### src/rtl/gen_sec.sv
// gen_sec: serial frame generator.
// A session starts with a sync pattern. Payload words follow MSB first, with a 1 stuffed after
// every N-1 consecutive zeros. When no word is ready the line idles with 1s (FILL). A fin
// request closes the session with the reinit pattern and returns to IDLE.
//
// Ports:
//   clk          - clock, rising edge
//   rst          - synchronous active-high reset
//   start        - begin a session (IDLE only)
//   fin          - request end of session (SYNC/DATA/FILL only)
//   dato         - payload word
//   dato_valido  - dato is valid; accepted when listo is also high
//   listo        - one-word holding buffer can accept a word
//   s_out        - registered serial output, one bit per clock
//   sincronizado - high in DATA or FILL
//   ocupado      - high whenever not IDLE
module gen_sec #(
  parameter int unsigned    N            = 5,
  parameter logic [N-1:0]   SECUENCIA    = 5'b10100,
  parameter logic [N-1:0]   SEC_REINICIO = 5'b00000,
  parameter int unsigned    W            = 8
) (
  input  logic         clk,
  input  logic         rst,
  input  logic         start,
  input  logic         fin,
  input  logic [W-1:0] dato,
  input  logic         dato_valido,
  output logic         listo,
  output logic         s_out,
  output logic         sincronizado,
  output logic         ocupado
);

  localparam int unsigned CntMax = (N > W) ? N : W;
  localparam int unsigned CW     = $clog2(CntMax + 1);
  localparam int unsigned ZW     = (N > 1) ? $clog2(N) : 1;

  localparam logic [CW-1:0] CntN = CW'(N);
  localparam logic [CW-1:0] CntW = CW'(W);
  localparam logic [ZW-1:0] ZMax = ZW'(N - 1);

  typedef enum logic [4:0] {
    StIdle   = 5'b00001,
    StSync   = 5'b00010,
    StData   = 5'b00100,
    StFill   = 5'b01000,
    StReinit = 5'b10000
  } state_e;

  state_e         state_q, state_d;
  logic [CW-1:0]  cnt_q, cnt_d;      // bits shown so far in the current segment
  logic [N-1:0]   pat_q, pat_d;      // remaining sync/reinit pattern bits
  logic [W-1:0]   sr_q, sr_d;        // remaining payload bits
  logic [W-1:0]   hold_q, hold_d;    // one-word holding buffer
  logic           lleno_q, lleno_d;
  logic           fin_pend_q, fin_pend_d;
  logic [ZW-1:0]  zeros_q, zeros_d;  // zero run on s_out, saturating at N-1
  logic           s_out_q, s_out_d;

  logic           accept;
  logic           in_session;
  logic           boundary;
  logic           shift_data;
  logic           load_word;
  logic [W-1:0]   word;
  logic [CW-1:0]  cnt_base;

  assign listo        = !rst && !lleno_q && !fin_pend_q;
  assign accept       = listo && dato_valido;
  assign in_session   = (state_q == StSync) || (state_q == StData) || (state_q == StFill);
  assign s_out        = s_out_q;
  assign sincronizado = (state_q == StData) || (state_q == StFill);
  assign ocupado      = (state_q != StIdle);

  always_comb begin
    state_d    = state_q;
    cnt_d      = cnt_q;
    pat_d      = pat_q;
    sr_d       = sr_q;
    hold_d     = hold_q;
    lleno_d    = lleno_q;
    fin_pend_d = fin_pend_q;
    zeros_d    = zeros_q;
    s_out_d    = 1'b0;
    boundary   = 1'b0;
    shift_data = 1'b0;
    load_word  = 1'b0;
    word       = '0;
    cnt_base   = '0;

    if (accept) begin
      hold_d  = dato;
      lleno_d = 1'b1;
    end
    if (fin && in_session) begin
      fin_pend_d = 1'b1;
    end

    unique case (state_q)
      StIdle: begin
        if (start) begin
          state_d = StSync;
          s_out_d = SECUENCIA[N-1];
          pat_d   = {SECUENCIA[N-2:0], 1'b0};
          cnt_d   = CW'(1);
        end
      end
      StSync: begin
        if (cnt_q == CntN) begin
          boundary = 1'b1;
        end else begin
          s_out_d = pat_q[N-1];
          pat_d   = {pat_q[N-2:0], 1'b0};
          cnt_d   = cnt_q + 1'b1;
        end
      end
      StData: begin
        if (cnt_q == CntW) begin
          boundary = 1'b1;
        end else begin
          shift_data = 1'b1;
        end
      end
      StFill: begin
        boundary = 1'b1;
      end
      StReinit: begin
        if (cnt_q == CntN) begin
          state_d    = StIdle;
          fin_pend_d = 1'b0;
          cnt_d      = '0;
        end else begin
          s_out_d = pat_q[N-1];
          pat_d   = {pat_q[N-2:0], 1'b0};
          cnt_d   = cnt_q + 1'b1;
        end
      end
      default: begin
        state_d = StIdle;
      end
    endcase

    // Decision uses pre-edge lleno/fin_pend, so a word accepted on this edge waits one FILL bit.
    if (boundary) begin
      if (lleno_q) begin
        state_d   = StData;
        lleno_d   = 1'b0;
        load_word = 1'b1;
      end else if (fin_pend_q) begin
        state_d = StReinit;
        s_out_d = SEC_REINICIO[N-1];
        pat_d   = {SEC_REINICIO[N-2:0], 1'b0};
        cnt_d   = CW'(1);
      end else begin
        state_d = StFill;
        s_out_d = 1'b1;
      end
    end

    // Stuffing happens before a data bit, so it can never trail the last bit of a word.
    if (load_word || shift_data) begin
      word     = load_word ? hold_q : sr_q;
      cnt_base = load_word ? '0 : cnt_q;
      if (zeros_q == ZMax) begin
        s_out_d = 1'b1;
        sr_d    = word;
        cnt_d   = cnt_base;
      end else begin
        s_out_d = word[W-1];
        sr_d    = {word[W-2:0], 1'b0};
        cnt_d   = cnt_base + 1'b1;
      end
    end

    if (state_d == StIdle) begin
      zeros_d = '0;
    end else if (state_d != StReinit) begin
      if (s_out_d) begin
        zeros_d = '0;
      end else if (zeros_q != ZMax) begin
        zeros_d = zeros_q + 1'b1;
      end
    end
  end

  always_ff @(posedge clk) begin
    if (rst) begin
      state_q    <= StIdle;
      cnt_q      <= '0;
      pat_q      <= '0;
      sr_q       <= '0;
      hold_q     <= '0;
      lleno_q    <= 1'b0;
      fin_pend_q <= 1'b0;
      zeros_q    <= '0;
      s_out_q    <= 1'b0;
    end else begin
      state_q    <= state_d;
      cnt_q      <= cnt_d;
      pat_q      <= pat_d;
      sr_q       <= sr_d;
      hold_q     <= hold_d;
      lleno_q    <= lleno_d;
      fin_pend_q <= fin_pend_d;
      zeros_q    <= zeros_d;
      s_out_q    <= s_out_d;
    end
  end

endmodule

### config.mk
export PLATFORM = sky130hd
export DESIGN_NAME = gen_sec
export DESIGN_NICKNAME = d
export VERILOG_FILES = /design/src/rtl/gen_sec.sv
export SDC_FILE = /design/constraint.sdc
export NUM_CORES = 1
export LEC_CHECK = 0
export BUFFER_PORTS_ARGS = -buffer_cell sky130_fd_sc_hd__buf_2
export CORE_UTILIZATION = 30
export CTS_BUF_LIST = sky130_fd_sc_hd__clkbuf_4
export CTS_CLUSTER_DIAMETER = 200
export DETAILED_ROUTE_END_ITERATION = 10
export PLACE_DENSITY = 0.48
export REMOVE_ABC_BUFFERS = 1
export SYNTH_ARGS = -nofsm -noshare
export SYNTH_HDL_FRONTEND = slang
export SYNTH_SLANG_ARGS = --single-unit
### constraint.sdc
create_clock -name clk -period 7.04 [get_ports clk]
set_clock_uncertainty 0.05 [all_clocks]
set_input_delay 1.408 -clock clk [delete_from_list [all_inputs] [get_ports clk]]
set_output_delay 1.408 -clock clk [all_outputs]
set_load 0.03 [all_outputs]
==> impl_metrics.ini <==
[critical_path]
crit_path_start = rst
crit_fanout = 29
ff2ff_setup_slack_ps = 4250
cpPeakStageDelay_ps = 360
cp_data_required_time_ps = 5580
cp_slowest_cell = nor3_1
critPathKind = in -> out
cpMostUsedCell = buf_2
critPathLaunchType = primary input
critPathTopFamily = buffers and inverters
endpoint_kind = output pin
r2r-start = state_q[3]
path_cells = buf_2, nor3_1, buf_2
cp.arrival_ps = 2330
crit_buf_inv = 2

[pwr]
power.switching_mw = 0.102
p_clk_share_pct = 30.9
p_leak_nw = 0.729
swShare_pct = 27.3
power_frac_comb_pct = 11.4
p_int_mw = 0.272
power_density_nw_per_um2 = 164
pwr-share-seq_pct = 57.8
vdd_drop_max_mv = 0.0787

[synth]
synthAdderAreaFrac_pct = 4.16
synth_edf_count = 0
yosys.area_share.simple_pct = 22.1
synth_flop_cell = dfxtp_1
synth_area_um2 = 2110
ys_types = 52
yosys.area.top_type_share_pct = 34.2
synth_compound_area_share_pct = 17.6
synth_top_family_by_area = simple AND/OR/NAND/NOR gates
yosys_warnings = 0
ys_ff_latch = 36
avgSynthCellArea_um2 = 8.59
synth_top_area_cell = dfxtp_1
yosysSeqAreaShare_pct = 34.2
synthCells = 245
synth_area_leaders = dfxtp_1, mux2i_1, nand2_1
synth.mux.area_fraction_pct = 13.8
synth_xor_area_share_pct = 2.08
async_flop_share_pct = 0

[status]
status = finished, final reports clean

[routing]
drc = 0
wl_um = 4830
wl_per_cell_um = 13.7
drt_iter0_drc = 72
num_vias = 1751
drt_first_pass_iters = 4
final_antenna_net_count = 0
vias_per_cell = 4.99

[global_route]
antenna_found_initial = 0
grt_max_degree = 30
overflow = 0
track_usage_pct = 14.2
grt_pass1_vias = 1762
grt_pass1_wl_um = 8290

[floorplanning]
ios = 17
dieWidth_um = 85.8
initial_core_util_pct = 31.0
die_area_um2 = 7360
die-height_um = 85.8
num_rows = 30
coreArea_um2 = 6790

[timing]
setup_tns_ps = 0
timing.slew.headroom_pct = 32.7
hold_viol_final = 0
period_share_pct = 53.8
layout_min_cycle_time_ps = 3790
tightest_slew_ps = 1010
rsz0062_at_grt = no
holdWs_ps = 400
final.setup.worst_slack_ps = 3250
slew_viol_final = 0
max_freq_mhz = 264
setup_viol = 0

[clock_network]
cts_setup_buffers = 0
htree_levels = 2
cts.sink_count = 36
cts_buffers = 5
root_buffer = clkbuf_4
cts_hold_buf = 0
cts_tree = yes
max-clock-path-buffers = 2
clk_latency_ps = 340
clk_pin_slew_ps = 110
postCtsResizedCells = 0

[placed_design]
portBuffers = 16
place_inst = 343
hpwl_um = 3510
pre_cts_ws_ps = 3270
gp_congestion = 0.767
place_area_um2 = 2220

[final_layout]
area_growth_pct = 7.90
drive_gt1_share_pct = 12.5
instances_no_fill = 351
final_cell_area_um2 = 2270
layout_commonest_cell = dfxtp_1
final_cell_mix = dfxtp_1, nand2_1, mux2i_1, nor2_1, a21oi_1
final_nets = 274
diodes = 0

[worst_hold_path]
min_path_type = reg -> reg
hold_start = pat_q[0]

[flow_run]
maxCapViolCount = 0
==> worst min-delay path: stages (launching register included) <==
cell and delay [ps]:
dfxtp_1 330, nand3_1 60, nor2_1 40
==> per-layer routing <==
layer	up-vias	global-route usage, %	share of wire (%)
li1	896	-	-
met1	812	18.7	49
met2	39	23.7	46
met3	4	2.98	4.3
met4	0	3.64	0.93
met5	-	0	0
==> cells by family after synthesis <==
group,after synthesis
compound gates,50
xor+xnor,5
fa+ha+maj,7
buf+inv,24
flops,36
mux,29
simple gates,94
==> final timing paths <==
kind / endpoint / cells after the start
worst max register to register: cnt_q[2] / 7
worst min-delay path: pat_q[0] / 2
worst min register to register: pat_q[0] / 2
worst max-delay path: listo / 3
==> power by group through the flow <==
stage          combinational (mW)  sequential [mW]  clock, mW
6_report                   0.0425            0.216      0.115
4_1_cts                    0.0429            0.216      0.122
2_1_floorplan              0.0283            0.219          0
3_5_place_dp               0.0429            0.221          0
3_3_place_gp               0.0427            0.221          0
5_1_grt                    0.0482            0.217      0.130
==> layout make-up <==
class,instances,area (µm²)
inverter,10,37.5
sequential,36,721
clock buffer,7,52.6
tap,96,120
multi-input combinational,185,1260
timing repair buffer,16,80.1
fill,736,4520
clock inverter,1,3.75
==> flip-flops by register name, summed over array words and instances, names as in the netlist <==
register    cells
hold_q          8
sr_q            8
pat_q           5
state_q         5
cnt_q           4
zeros_q         3
fin_pend_q      1
lleno_q         1
s_out           1
==> through the flow <==
stage	util (%)	total power, mW
finish	33.4	0.374
global route	33.4	0.395
CTS	33.4	0.381
detailed placement	32.6	0.263
global placement	32.6	0.263
floorplan	-	0.248
==> cells in the mapped netlist, drive strengths merged (3+ instances only) <==
| master | n |
|---|---|
| dfxtp | 36 |
| nand2 | 31 |
| mux2i | 29 |
| nor2 | 22 |
| a21oi | 20 |
| nand3 | 10 |
| inv | 9 |
| buf | 8 |
| ha | 7 |
| clkbuf | 6 |
| nor3 | 6 |
| xnor2 | 5 |
| a211oi | 4 |
| or3 | 4 |
| a31oi | 3 |
| a32oi | 3 |
| and2 | 3 |
| nand3b | 3 |
| o21ai | 3 |
(Power assumes the default switching activity.)
